--- src/rtl/mem_access_ctl.sv ---
// MEM/WB data-memory access sequencer: one load/store per request, word-wide bus handshake,
// store-byte as read-modify-write. Optional bus timeout abort under `BUS_TIMEOUT_EN.
module mem_access_ctl #(
  parameter int unsigned W_DATA      = 32,
  parameter int unsigned TIMEOUT_CYC = 64
) (
  input  logic              clk,
  input  logic              rst,
  input  logic              req_valid,
  input  logic [1:0]        req_op,
  input  logic [W_DATA-1:0] req_addr,
  input  logic [W_DATA-1:0] req_wdata,
  output logic              stall,
  output logic              ld_done,
  output logic [W_DATA-1:0] data_word,
  output logic [1:0]        lbu_byte,
  output logic              bus_req,
  output logic              bus_we,
  output logic [W_DATA-1:0] bus_addr,
  output logic [W_DATA-1:0] bus_wdata,
  input  logic              bus_ack,
  input  logic [W_DATA-1:0] bus_rdata,
  output logic              bus_err
);

  localparam logic [1:0] OpLw  = 2'd0;
  localparam logic [1:0] OpLbu = 2'd1;
  localparam logic [1:0] OpSw  = 2'd2;
  localparam logic [1:0] OpSb  = 2'd3;

  typedef enum logic [2:0] {StIdle, StRd, StWr, StRmwRd, StRmwWr, StDone} state_e;

  state_e            state_q, state_d;
  logic [7:0]        sb_byte_q;
  logic [W_DATA-1:0] rmw_word;
  logic              in_bus;
  logic              accept;
  logic              tmo_hit;

  assign in_bus = (state_q == StRd) || (state_q == StWr) ||
                  (state_q == StRmwRd) || (state_q == StRmwWr);
  assign accept = (state_q == StIdle) && req_valid;
  assign stall  = accept || in_bus;

`ifdef BUS_TIMEOUT_EN
  localparam int unsigned TmoW = $clog2(TIMEOUT_CYC + 1);

  logic [TmoW-1:0] tmo_cnt_q;

  assign tmo_hit = in_bus && bus_req && !bus_ack && (tmo_cnt_q == TmoW'(TIMEOUT_CYC - 1));

  // Cleared on entry to each bus phase, so the RMW write phase gets its own budget.
  always_ff @(posedge clk or posedge rst) begin
    if (rst) begin
      tmo_cnt_q <= '0;
      bus_err   <= 1'b0;
    end else begin
      bus_err <= tmo_hit;
      if (accept || ((state_q == StRmwRd) && bus_ack)) begin
        tmo_cnt_q <= '0;
      end else if (in_bus && bus_req && !bus_ack) begin
        tmo_cnt_q <= tmo_cnt_q + 1'b1;
      end
    end
  end
`else
  logic unused_tmo_cfg;
  assign unused_tmo_cfg = ^TIMEOUT_CYC;
  assign tmo_hit        = 1'b0;
  assign bus_err        = 1'b0;
`endif

  always_ff @(posedge clk or posedge rst) begin
    if (rst) begin
      state_q <= StIdle;
    end else begin
      state_q <= state_d;
    end
  end

  always_comb begin
    state_d = state_q;
    unique case (state_q)
      StIdle: begin
        if (req_valid) begin
          unique case (req_op)
            OpLw, OpLbu: state_d = StRd;
            OpSw:        state_d = StWr;
            OpSb:        state_d = StRmwRd;
            default:     state_d = StIdle;
          endcase
        end
      end
      StRd, StWr, StRmwWr: begin
        if (bus_ack || tmo_hit) state_d = StDone;
      end
      StRmwRd: begin
        if (bus_ack) begin
          state_d = StRmwWr;
        end else if (tmo_hit) begin
          state_d = StDone;
        end
      end
      StDone:  state_d = StIdle;
      default: state_d = StIdle;
    endcase
  end

  // Replace the addressed byte lane of the read word with the store byte.
  always_comb begin
    rmw_word = bus_rdata;
    rmw_word[{lbu_byte, 3'b000} +: 8] = sb_byte_q;
  end

  always_ff @(posedge clk or posedge rst) begin
    if (rst) begin
      bus_req   <= 1'b0;
      bus_we    <= 1'b0;
      bus_addr  <= '0;
      bus_wdata <= '0;
      data_word <= '0;
      lbu_byte  <= 2'b00;
      sb_byte_q <= 8'h00;
      ld_done   <= 1'b0;
    end else begin
      ld_done <= (state_d == StDone);
      unique case (state_q)
        StIdle: begin
          if (req_valid) begin
            lbu_byte  <= req_addr[1:0];
            sb_byte_q <= req_wdata[7:0];
            bus_addr  <= {req_addr[W_DATA-1:2], 2'b00};
            bus_we    <= (req_op == OpSw);
            bus_req   <= 1'b1;
            if (req_op == OpSw) bus_wdata <= req_wdata;
          end
        end
        StRd: begin
          if (bus_ack) begin
            data_word <= bus_rdata;
            bus_req   <= 1'b0;
          end else if (tmo_hit) begin
            bus_req <= 1'b0;
          end
        end
        StRmwRd: begin
          if (bus_ack) begin
            data_word <= bus_rdata;
            bus_wdata <= rmw_word;
            bus_we    <= 1'b1;
          end else if (tmo_hit) begin
            bus_req <= 1'b0;
          end
        end
        StWr, StRmwWr: begin
          if (bus_ack || tmo_hit) begin
            bus_req <= 1'b0;
            bus_we  <= 1'b0;
          end
        end
        default: ;
      endcase
    end
  end

endmodule

--- config.mk ---
export PLATFORM = sky130hd
export DESIGN_NAME = mem_access_ctl
export DESIGN_NICKNAME = d
export VERILOG_FILES = /design/src/rtl/mem_access_ctl.sv
export SDC_FILE = /design/constraint.sdc
export NUM_CORES = 1
export LEC_CHECK = 0
export CAP_MARGIN = 20
export CORE_UTILIZATION = 44
export CTS_CLUSTER_DIAMETER = 100
export DETAILED_ROUTE_END_ITERATION = 8
export HOLD_SLACK_MARGIN = 0.08
export PLACE_DENSITY_LB_ADDON = 0.15
export SLEW_MARGIN = 30
export SYNTH_ARGS = -nofsm -noshare
export SYNTH_HDL_FRONTEND = slang
export SYNTH_SLANG_ARGS = --single-unit
export TNS_END_PERCENT = 10
--- constraint.sdc ---
create_clock -name clk -period 3.6 [get_ports clk]
set_input_delay 0.36 -clock clk [delete_from_list [all_inputs] [get_ports clk]]
set_output_delay 0.36 -clock clk [all_outputs]
set_load 0.02 [all_outputs]
---- Yosys cells after proc, flatten, opt, wreduce, memory -nomap -nowiden ----
Index checks and enable logic that the tools add are counted.
cells by class
  add/sub/neg operators ................... 1
  equality and inequality tests ........... 13
  shift-type cells ........................ 2
  mux-type cells .......................... 16
  reductions and logical operators ........ 19
operators with widths
  kind                                                   number
  2-to-1 mux 32 bit                                      3
  case mux 32 bit (2 select lines)                       1
  bitwise mux 32 bit                                     1
  variable shift 8 x 7 -> 32 bit (first input constant)  1
  variable part select 8 x 7 -> 32 bit                   1
  case mux 3 bit (3 select lines)                        2
  2-to-1 mux 3 bit                                       3
  AND reduction 4 bit                                    2
  negation 5 -> 7 bit                                    1
  equality test 3 x 2 -> 1 bit (second input constant)   2
  equality test 3 bit (second input constant)            2
  != test 2 bit (second input constant)                  3
  OR reduction 2 bit                                     3
  equality test 2 bit (second input constant)            2
  logical OR 1 bit                                       4
  2-to-1 mux 1 bit                                       4
  != test 2 x 1 -> 1 bit (second input constant)         2
  AND reduction 2 bit                                    2
  nonzero test 2 bit                                     2
  equality test 3 x 1 -> 1 bit (second input constant)   1
  zero test 3 bit                                        1
  case mux 1 bit (3 select lines)                        1
  AND reduction 3 bit                                    1
  nonzero test 3 bit                                     1
  other kinds (5)                                        5
storage, ports and cells
  register bits ........................... 110
  input port bits ......................... 102
  output and inout bits ................... 103
  logic and storage cells ................. 60

---- Logic depth before layout (Yosys ltp) ----
Gate-level depths: netlist (run 1).
  word-level depth ........................ 6
  depth in mapped cells ................... 8
  depth with buffers taken out ............ 6

---- Worst setup path after synthesis (run 1) ----
OpenSTA, ideal clock, no wires.
  kind .................................... register -> register
  from .................................... register lbu_byte[0]
  to ...................................... register bus_wdata[24]
  setup time .............................. 0.065 ns
  data arrival time ....................... 1.800 ns
  data required time ...................... 3.535 ns
  slack ................................... 1.735 ns
  cell stages (with the launch flop) ...... 8
  path buffers ............................ 1
  period minus slack after synthesis ...... 1.865 ns
  path through ............................ dfrtp_1 inv_1 ha_1 and3b_1 buf_1 nand2_1 a31oi_1 mux2_2
between the ends
  cells in the longest elaborated chain, start to end .. 5
  elaborated cells between the ends (all ways) .. 6
  those cells by class .................... add/sub (1); shift (2); mux (3)
ends and longest elaborated chain
  element                                                                                        RTL line  source
  start: declaration                                                                             16        output logic [1:0] lbu_byte,
  start signal: assignment                                                                       130       lbu_byte <= req_addr[1:0];
  negation 5 -> 7 bit (*)                                                                        112       rmw_word[{lbu_byte, 3'b000} +: 8] = sb_byte_q;
  variable part select 8 x 7 -> 32 bit / variable shift 8 x 7 -> 32 bit (equally long branches)  112
  bitwise mux 32 bit (*)                                                                         112
  2-to-1 mux 32 bit (*)                                                                          147       if (bus_ack) begin
  case mux 32 bit (2 select lines) (*)                                                           127       unique case (state_q)
  end signal: assignment                                                                         135       if (req_op == OpSw) bus_wdata <= req_wdata;
  end signal: assignment                                                                         149       bus_wdata <= rmw_word;
  end: declaration                                                                               20        output logic [W_DATA-1:0] bus_wdata,
Every way passes the cells marked *; elsewhere a longest branch is shown, timed or not. The select of a mux whose other input is x is not followed.
A chain may end at the register's enable or synchronous reset.

---- Final worst setup path (run 1) ----
  from .................................... register state_q[0]
  to ...................................... output port stall
between the ends
  cells in the longest elaborated chain, start to end .. 5
  elaborated cells between the ends (all ways) .. 10
  those cells by class .................... eq/ne (4); reduce/logical (6)
ends and longest elaborated chain
  element                                                                              RTL line  source
  start: declaration                                                                   33        state_e state_q, state_d;
  start signal: assignment                                                             75        state_q <= StIdle;
  start signal: assignment                                                             77        state_q <= state_d;
  equality test 3 x 1 -> 1 bit / equality test 3 x 2 -> 1 bit (equally long branches)  40        assign in_bus = (state_q == StRd) || (state_q == StWr) ||
  logical OR 1 bit (2 in a row)                                                        40
  logical OR 1 bit                                                                     41        (state_q == StRmwRd) || (state_q == StRmwWr);
  logical OR 1 bit (*)                                                                 43        assign stall = accept || in_bus;
  end: declaration                                                                     13        output logic stall,
Every way passes the cells marked *; elsewhere a longest branch is shown, timed or not.

==> results.md, run 1 <==
* Status: finished clean
* Drt wl/cell at between 15 and 20 um
* PortBufs at ~200
* Worst r2r src: state_q[0]$_DFF_PP0_
* Worst stage delay on the critical path at 0.62 ns
* Netlist cell types at 38
* Cells after DPL at 742
* Routability congestion estimate from global placement at ~0.85
* Final Non-Filler Cells at 758
* Post_cts resized at 0
* Die ar. at roughly 12,000 um^2
* Endpoints failing hold at 0
* Core Rows at 39
* Unrepaired setup endpoints after global routing: false
* Nets at 717
* Total buffers and inverters traversed by the critical path at 1
* Inserted Diodes at 0
* #FFs+latches synth at 110
* DRT iter0 DRCs at 118
* Yosys warning count at 0
* Worst Setup EP: stall
* CTS Buffer Depth at 2
* HP Class: in2async
* Top post-synthesis cells by area: dfrtp_1 (54%), mux2_2 (22%), a31oi_1 (2.9%), nand2b_1 (2.9%), nand2_1 (2.0%)
* Reg2reg setup slack at about 1.6 ns
* Post-route DRC at 0
* Max-capacitance violation count at 0
* Critical path, cell by cell: nor2_4, mux2i_1, clkdlybuf4s50_1
* Endpoints failing setup at 0
* Critical-path top delay cell: clkdlybuf4s50_1
* Critical Path Sink Type: output pin
* TNS Setup at 0 ns
* Boundary Pins at 205
* Worst Skew at between 0.006 and 0.007 ns
* Crit. Startpoint: state_q[0]$_DFF_PP0_
* Syn Area/Cell at 12.4 um^2
* Post-synth top flop: dfrtp_1
* Cts hold-fix bufs at 0
* Remaining antenna violation count at 0
* Mean number of vias per cell at about 5.1
* EDFF count, synth at 0
* Worst endpoint required time at 3.24 ns
* Worst vdd ir at 0.531 mV
* CTS buffer count at 9
* Final Power at 6770 uW
* Worst path top cell family by delay: buffers and inverters
* GR Overflow Total at 0
* TritonCTS Sinks at 110
* Seq/Total Area, Yosys at 0.537
* Post-synthesis async set-or-reset flop share at 1.00
* Area delta synth->final at 46.3%
* Commonest non-fill, non-tap cell in the layout: clkdlybuf4s50_1
* Initial Util at 0.451
* Hold_ws at roughly 0.5 ns
* First-pass GRT wire length at 20,400 um
* Total GRT Usage at 0.227
* Die X at 110 um
* Setup Fix Bufs, Post-CTS at 0
* Vias in the first global route at ~4,000
* Static Leakage at slightly above 0.003 uW
* Post-layout minimum cycle time at 2.26 ns
* Final period util at 0.627
* Worst setup SP type: flip-flop
* Worst slew pin tran at approximately 0.65 ns
* CP max FO at 9
* First drt pass iteration count at 4
* Dpl hpwl at slightly below 10,000 um
* Via Count at 3,896
* Synth Cell Area at 5130 um^2
* CTS tree: built
* Data arrival, critical path at 1.90 ns
* H-tree Lvls at 3
* Layout cell share with drive strength beyond 1 at 0.215
* Power per cell area at 903 nW/um^2
* Syn Inst Count at 415
* Die Y at 110 um
* Crit path kind: reg2out
* Top cell type's share of synthesized area at 0.537
* Largest net degree at the start of global routing at 74
* Final WL at between 10,000 and 15,000 um
* R2R cell count at 5
* Max Clk Rate at about 440 MHz
* Commonest non-fill, non-tap cells in the layout: clkdlybuf4s50_1 (201), dfrtp_1 (110), mux2_2 (102)
* Final core occ at 0.660
* Slew Limit Fails at 0
* Area of the core at 11,400 um^2
* Worst flop-to-flop path endpoint: bus_wdata[9]$_DFFE_PP0P_
* Stages on worst setup path at 3
* Initial antenna violation count at 0
* Clk Latency, worst-skew pair at 0.35 ns
* Clk pin slew, worst setup/hold paths at 0.07 ns
* Cell taking the most area after synthesis: dfrtp_1
* Max-slew headroom at 0.570
* CTS root buf: clkbuf_16
-- routing by layer --
metal  wire, um  global-route usage  part of all wire
met1       5440               0.291              0.42
met2       6210               0.357              0.48
met3       1180              0.0723             0.090
met4        223              0.0848             0.017
met5          0                   0                 0
-- sequential cells by signal, indices dropped and copies added, names as in the netlist --
| signal | count |
|---|---|
| bus_req | 1 |
| data_word | 32 |
| sb_byte_q | 8 |
| bus_wdata | 32 |
| bus_we | 1 |
| ld_done | 1 |
| state_q | 3 |
| bus_addr | 30 |
| lbu_byte | 2 |
-- Yosys cell counts (2+ instances only) --
| cell | number |
|---|---|
| a21boi_0 | 8 |
| a31oi_1 | 24 |
| and3b_1 | 2 |
| buf_1 | 2 |
| buf_2 | 11 |
| buf_4 | 6 |
| buf_6 | 6 |
| clkbuf_1 | 2 |
| dfrtp_1 | 110 |
| ha_1 | 5 |
| inv_1 | 6 |
| mux2_2 | 102 |
| nand2_1 | 27 |
| nand2b_1 | 24 |
| nand3_1 | 2 |
| nor2_1 | 27 |
| nor2b_1 | 11 |
| o21ai_0 | 12 |
| o2bb2ai_1 | 8 |
| xnor2_1 | 2 |
-- report_power, final --
part | switching, uW | leakage (uW) | internal, uW | total, uW
clock network | 479 | 0.000126 | 478 | 957
registers | 393 | 0.00131 | 1870 | 2260
logic | 1690 | 0.00159 | 1870 | 3560
-- through the flow --
step           setup WS (ns)  instance area (um^2)
2_1_floorplan          0.338                  5130
3_3_place_gp            1.37                  7210
3_5_place_dp            1.28                  7210
4_1_cts                 1.34                  7500
5_1_grt                 1.26                  7500
6_report                1.34                  7500
-- cells by family after synthesis --
| group | count (synthesis) | share of synthesized area |
|---|---|---|
| AO/OA/AOI/OAI | 58 | 0.0756 |
| XOR/XNOR | 2 | 0.00342 |
| adder cells (fa/ha/maj) | 5 | 0.0122 |
| buffers and inverters | 33 | 0.0400 |
| flip-flops | 110 | 0.537 |
| multiplexers | 103 | 0.226 |
| other | 1 | 0.000731 |
| AND/OR/NAND/NOR | 103 | 0.105 |
-- final cells by class --
| cell class | instances | area [um^2] |
|---|---|---|
| tap | 143 | 179 |
| sequential | 110 | 2750 |
| clock inverter | 7 | 58.8 |
| inverter | 6 | 27.5 |
| multi-input combinational | 274 | 2190 |
| clock buffer | 9 | 225 |
| timing repair buffer | 209 | 2070 |
| fill | 933 | 3870 |
-- worst register-to-register path: cells and delay by family (launching register included) --
family | cells | cell delay (ns)
compound gates | 1 | 0.18
buf+inv | 1 | 0.41
mux | 1 | 0.41
flops | 1 | 0.53
simple gates | 2 | 0.37
-- worst min-delay path by stage --
| stage | start | slack, ns | to | depth (start not counted) |
|---|---|---|---|---|
| final | rst | 0.49 | bus_addr[25]$_DFFE_PP0P_ | 2 |
| after global routing | data_word[10]$_DFFE_PP0P_ | 0.52 | data_word[10]$_DFFE_PP0P_ | 1 |
| after CTS | data_word[12]$_DFFE_PP0P_ | 0.51 | data_word[12]$_DFFE_PP0P_ | 1 |
| after detailed placement | data_word[12]$_DFFE_PP0P_ | 0.49 | data_word[12]$_DFFE_PP0P_ | 1 |
| after global placement | data_word[17]$_DFFE_PP0P_ | 0.49 | data_word[17]$_DFFE_PP0P_ | 1 |
| after floorplan | req_addr[0] | 0.48 | lbu_byte[0]$_DFFE_PP0P_ | 2 |
(Power assumes the default switching activity.)
==> run 2: changes to the inputs <==
- clock period: 3.6 -> 2.21 ns (I/O delays scaled with it)
==> run 2 against run 1 <==
Compared with the run above:
- flip-flop and latch count unchanged
- non-clock buffer count increased by 2
- sequential power increased by 63%
- via count increased by 0.18%
- global-route usage decreased by 0.15 points
- power increased by 64%
- core utilization increased by 0.54 points
- design area increased by 0.82%
==> results.md, run 2 (synthesis gave the netlist of run 1 again) <==
* Vias in the first global route at 4,142 (+4.4%)
* Worst setup SP type: flip-flop
* Critical path, cell by cell: nor2_4, mux2i_1, clkdlybuf4s50_1
* Status: finished clean
* Inserted Diodes at 0 (unchanged)
* Post-route DRC at 0 (unchanged)
* CTS Buffer Depth at 2 (unchanged)
* Data arrival, critical path at 1.88 ns (-0.02 ns)
* Max Clk Rate at 475 MHz
* Cts hold-fix bufs at 0 (unchanged)
* Commonest non-fill, non-tap cell in the layout: clkdlybuf4s50_1
* Core Rows at 39 (unchanged)
* Via Count at 3,903 (+0.18%)
* Max-capacitance violation count at 0 (unchanged)
* Total GRT Usage at 0.225 (-0.00150)
* Endpoints failing hold at 0 (unchanged)
* Power per cell area at 1470 nW/um^2 (+63%)
* GR Overflow Total at 0 (unchanged)
* PortBufs at 201 (unchanged)
* Mean number of vias per cell at 5.14 (about the same)
* Setup WS pre-CTS at 0.246 ns (-1.04 ns)
* Drt wl/cell at 17.4 um (+0.84%)
* Post-layout minimum cycle time at 2.11 ns
* Final WL at 13,200 um (+0.97%)
* Post_cts resized at 0 (unchanged)
* Initial antenna violation count at 0 (unchanged)
* Final Non-Filler Cells at 759 (+0.13%)
* TNS Setup at 0 ns (unchanged)
* Cells after DPL at 744 (+0.27%)
* Nets at 719 (+0.28%)
* Final period util at 0.953
* Die ar. at 12,100 um^2 (unchanged)
* Hold_ws at 0.340 ns (-0.148 ns)
* Met1 usage at 0.271 (-0.0198)
* Post-route setup slack at 0.105 ns (-1.24 ns)
* Routability congestion estimate from global placement at 0.788 (-7.1%)
* Remaining antenna violation count at 0 (unchanged)
* Layout cell share with drive strength beyond 1 at 0.209 (-0.00522)
* TritonCTS Sinks at 110 (unchanged)
* Worst stage delay on the critical path at 0.62 ns (about the same)
* HP Class: in2async
* Setup Fix Bufs, Post-CTS at 0 (unchanged)
* Commonest non-fill, non-tap cells in the layout: clkdlybuf4s50_1 (201), dfrtp_1 (110), mux2_2 (102)
* Crit path kind: reg2out
* H-tree Lvls at 3 (unchanged)
* Area of the core at 11,400 um^2 (unchanged)
* Worst path top cell family by delay: buffers and inverters
* Endpoints failing setup at 0 (unchanged)
* CTS root buf: clkbuf_16
* CP max FO at 9 (unchanged)
* Static Leakage at 0.00306 uW (+1.1%)
* DRT iter0 DRCs at 133 (+13%)
* Die X at 110 um (unchanged)
* Worst endpoint required time at 1.99 ns (-1.25 ns)
* Clk Latency, worst-skew pair at 0.34 ns (about the same)
* Critical-path top delay cell: clkdlybuf4s50_1
* Filler Cell Count at 919 (-1.5%)
* Regs by FF count: bus_wdata x32, data_word x32, bus_addr x30
* Worst Skew at 0.00400 ns (-0.00216 ns)
* Total buffers and inverters traversed by the critical path at 1 (unchanged)
* GR Util met2 at 0.384 (+0.0277)
* Area of the multi-input gates at 2190 um^2 (-0.11%)
* Die Y at 110 um (unchanged)
* Worst vdd ir at 0.845 mV (+59%)
* First drt pass iteration count at 4 (unchanged)
* Initial Util at 0.451 (unchanged)
* Area delta synth->final at 47.5%
* Reg area at 2750 um^2 (unchanged)
* First-pass GRT wire length at 20,500 um (+0.20%)
* CTS tree: built
* Dpl hpwl at 9630 um (-0.50%)
* CTS buffer count at 9 (unchanged)
* Slew Limit Fails at 0 (unchanged)
* Critical Path Sink Type: output pin
* Gr busiest metal: met2
* Boundary Pins at 205 (unchanged)
* Met3 global-route usage at 0.0717 (-0.000593)
* Largest net degree at the start of global routing at 72 (-2.7%)
* Unrepaired setup endpoints after global routing: false
* Clk pin slew, worst setup/hold paths at 0.07 ns (about the same)
## run 2: final timing paths
kind	from	slack [ns]	endpoint	cells past startpoint
worst min register to register	bus_we$_DFFE_PP0P_	0.51	bus_we$_DFFE_PP0P_	1
worst max register to register	lbu_byte[0]$_DFFE_PP0P_	0.23	bus_wdata[27]$_DFFE_PP0P_	6
worst max-delay path	state_q[0]$_DFF_PP0_	0.10	stall	3
worst min-delay path	rst	0.34	data_word[5]$_DFFE_PP0P_	3
max in group asynchronous	rst	1.46	bus_we$_DFFE_PP0P_	3
min in group clk	req_addr[1]	0.45	lbu_byte[1]$_DFFE_PP0P_	3
## run 2: metal layers
metal	up-vias	share of wire
met3	7	0.093
met5	-	0
met2	151	0.49
met1	1904	0.41
li1	1841	-
met4	0	0.0076
## run 2: cell type report
| class | instances | area share |
|---|---|---|
| multi-input cells | 274 | 0.289 |
| clock buffers | 14 | 0.0336 |
| clock inverters | 1 | 0.00397 |
| well taps | 143 | 0.0237 |
| repair buffers | 211 | 0.283 |
| flip-flops and latches | 110 | 0.364 |
| inverters | 6 | 0.00347 |
## run 2: stage by stage
| stage | power [uW] | util | area (um^2) |
|---|---|---|---|
| 3_3_place_gp | 9460 | 0.640 | 7280 |
| 3_5_place_dp | 9620 | 0.640 | 7280 |
| 4_1_cts | 11300 | 0.665 | 7560 |
| 6_report | 11100 | 0.665 | 7560 |
| 2_1_floorplan | 6910 | - | 5140 |
| 5_1_grt | 11800 | 0.665 | 7560 |
## run 2: worst reg2reg max path: cells and delay by family (launching register included)
family / cells / cell delay [ns]
AOI/OAI and AO/OA: 1 / 0.21
adders and majority gates: 1 / 0.36
buffers and inverters: 1 / 0.14
DFF: 1 / 0.48
muxes: 1 / 0.17
and+or+nand+nor: 2 / 0.58
## run 2: power by group
group,internal [uW],switching [uW]
logic,3090,2760
registers,3040,638
clock network,907,690
==> patch, RTL diff (flow settings as in run 2) <==
Set the parameter `W_DATA` to 64 (it was 32).
--- a/src/rtl/mem_access_ctl.sv
+++ b/src/rtl/mem_access_ctl.sv
@@ -1,7 +1,7 @@
 // MEM/WB data-memory access sequencer: one load/store per request, word-wide bus handshake,
 // store-byte as read-modify-write. Optional bus timeout abort under `BUS_TIMEOUT_EN.
 module mem_access_ctl #(
-  parameter int unsigned W_DATA      = 32,
+  parameter int unsigned W_DATA      = 64,
   parameter int unsigned TIMEOUT_CYC = 64
 ) (
   input  logic              clk,
Interface: changed (6 resized); port bits go from 205 to 397. No check against the original RTL was run, so the function may have changed too.
==> patch against run 2 <==
Combinational power increased by 79%; die area grew 73%; sequential share of layout area increased by 0.62 points; via count up 86%; area after synthesis up 74%; routed wire length increased by 110%; setup slack better by 0.087 ns; cell area up 84%; sequential cell count rose by 96; highest routed layer unchanged; total power up 89%; global-route usage up 4.0 points.
==> patch: results (changes against run 2) <==
[run_status]
status = finished clean

[synth]
ys_seq_area_frac = 0.5776  ; +0.04075
synthAdderAreaFrac = 0.01122  ; -0.0009856
synth_area_leaders = dfrtp_1 58%, mux2_2 15%, a221oi_1 3.9%, o31ai_1 3.4%, nand2_1 3.0%
synth_compound_gate_area_share = 0.1070  ; +0.03132
synthMuxAreaShare = 0.1727  ; -0.05325

[clock_network]
htreeDepth = 1  ; -2
worstSkewPairLatency_ns = 0.51  ; +0.17 ns
clockBufferDepth = 3  ; +1
cts_buffers = 23  ; +14
ctsResizeCount = 1  ; +1

[layout]
final_cells = 1389  ; +83%
nets = 1312  ; +82%
drive_gt1_frac = 0.1674  ; -0.04201

[route]
wl_met3_um = 2691  ; +120%
met2_wirelength_um = 13880  ; +120%
drtIter0Drc = 346  ; +160%
vias_per_cell = 5.217  ; +1.4%
wl_met1_um = 10350  ; +92%

[global_route]
use_met1 = 0.3129  ; +0.04191
grt_max_degree = 71  ; -1.4%
grt_antenna_before_repair = 1  ; +1
met3_usage = 0.07583  ; +0.004103
grt_pass1_wl_um = 41890  ; +100%

[worst_setup_path]
cp_max_fo = 8  ; -1
cp.arrival_ns = 1.80  ; -0.08 ns
slowest_delay_ns = 0.50  ; -0.12 ns

[worst_hold_path]
hold_class = in -> reg

[place]
globalplace.congestion = 0.8329  ; +5.8%
placed_area_um2 = 13150  ; +81%
portBuffers = 393  ; +96%

[pwr]
vdd_drop_max_mv = 0.9770  ; +16%

==> patch: final cells by class <==
type | count | area, µm²
diodes | 1 | 2.502
clock buffers | 34 | 696.9
clock inverters | 8 | 71.32
fillers | 1472 | 5724
inverters | 8 | 33.78
multi-input cells | 451 | 3418
flip-flops and latches | 206 | 5155
well taps | 265 | 331.6
repair buffers | 416 | 4220
==> patch: final timing paths <==
kind / slack, ns / cells past startpoint / endpoint
setup reg to reg: 0.23 / 6 / bus_wdata[11]
hold / removal: 0.30 / 2 / bus_addr[54]
hold reg to reg: 0.48 / 2 / bus_wdata[59]
max in group asynchronous: 1.05 / 4 / bus_addr[43]
setup / recovery: 0.19 / 3 / stall
min in group asynchronous: 0.59 / 3 / bus_wdata[41]
==> patch: report_power, final <==
group	switching (mW)	leakage, nW	total [mW]	internal (mW)
combinational	5.34	3.06	10.5	5.17
sequential	1.02	2.49	6.66	5.64
clock	1.54	0.383	3.84	2.30
total	7.90	5.92	21.0	13.1
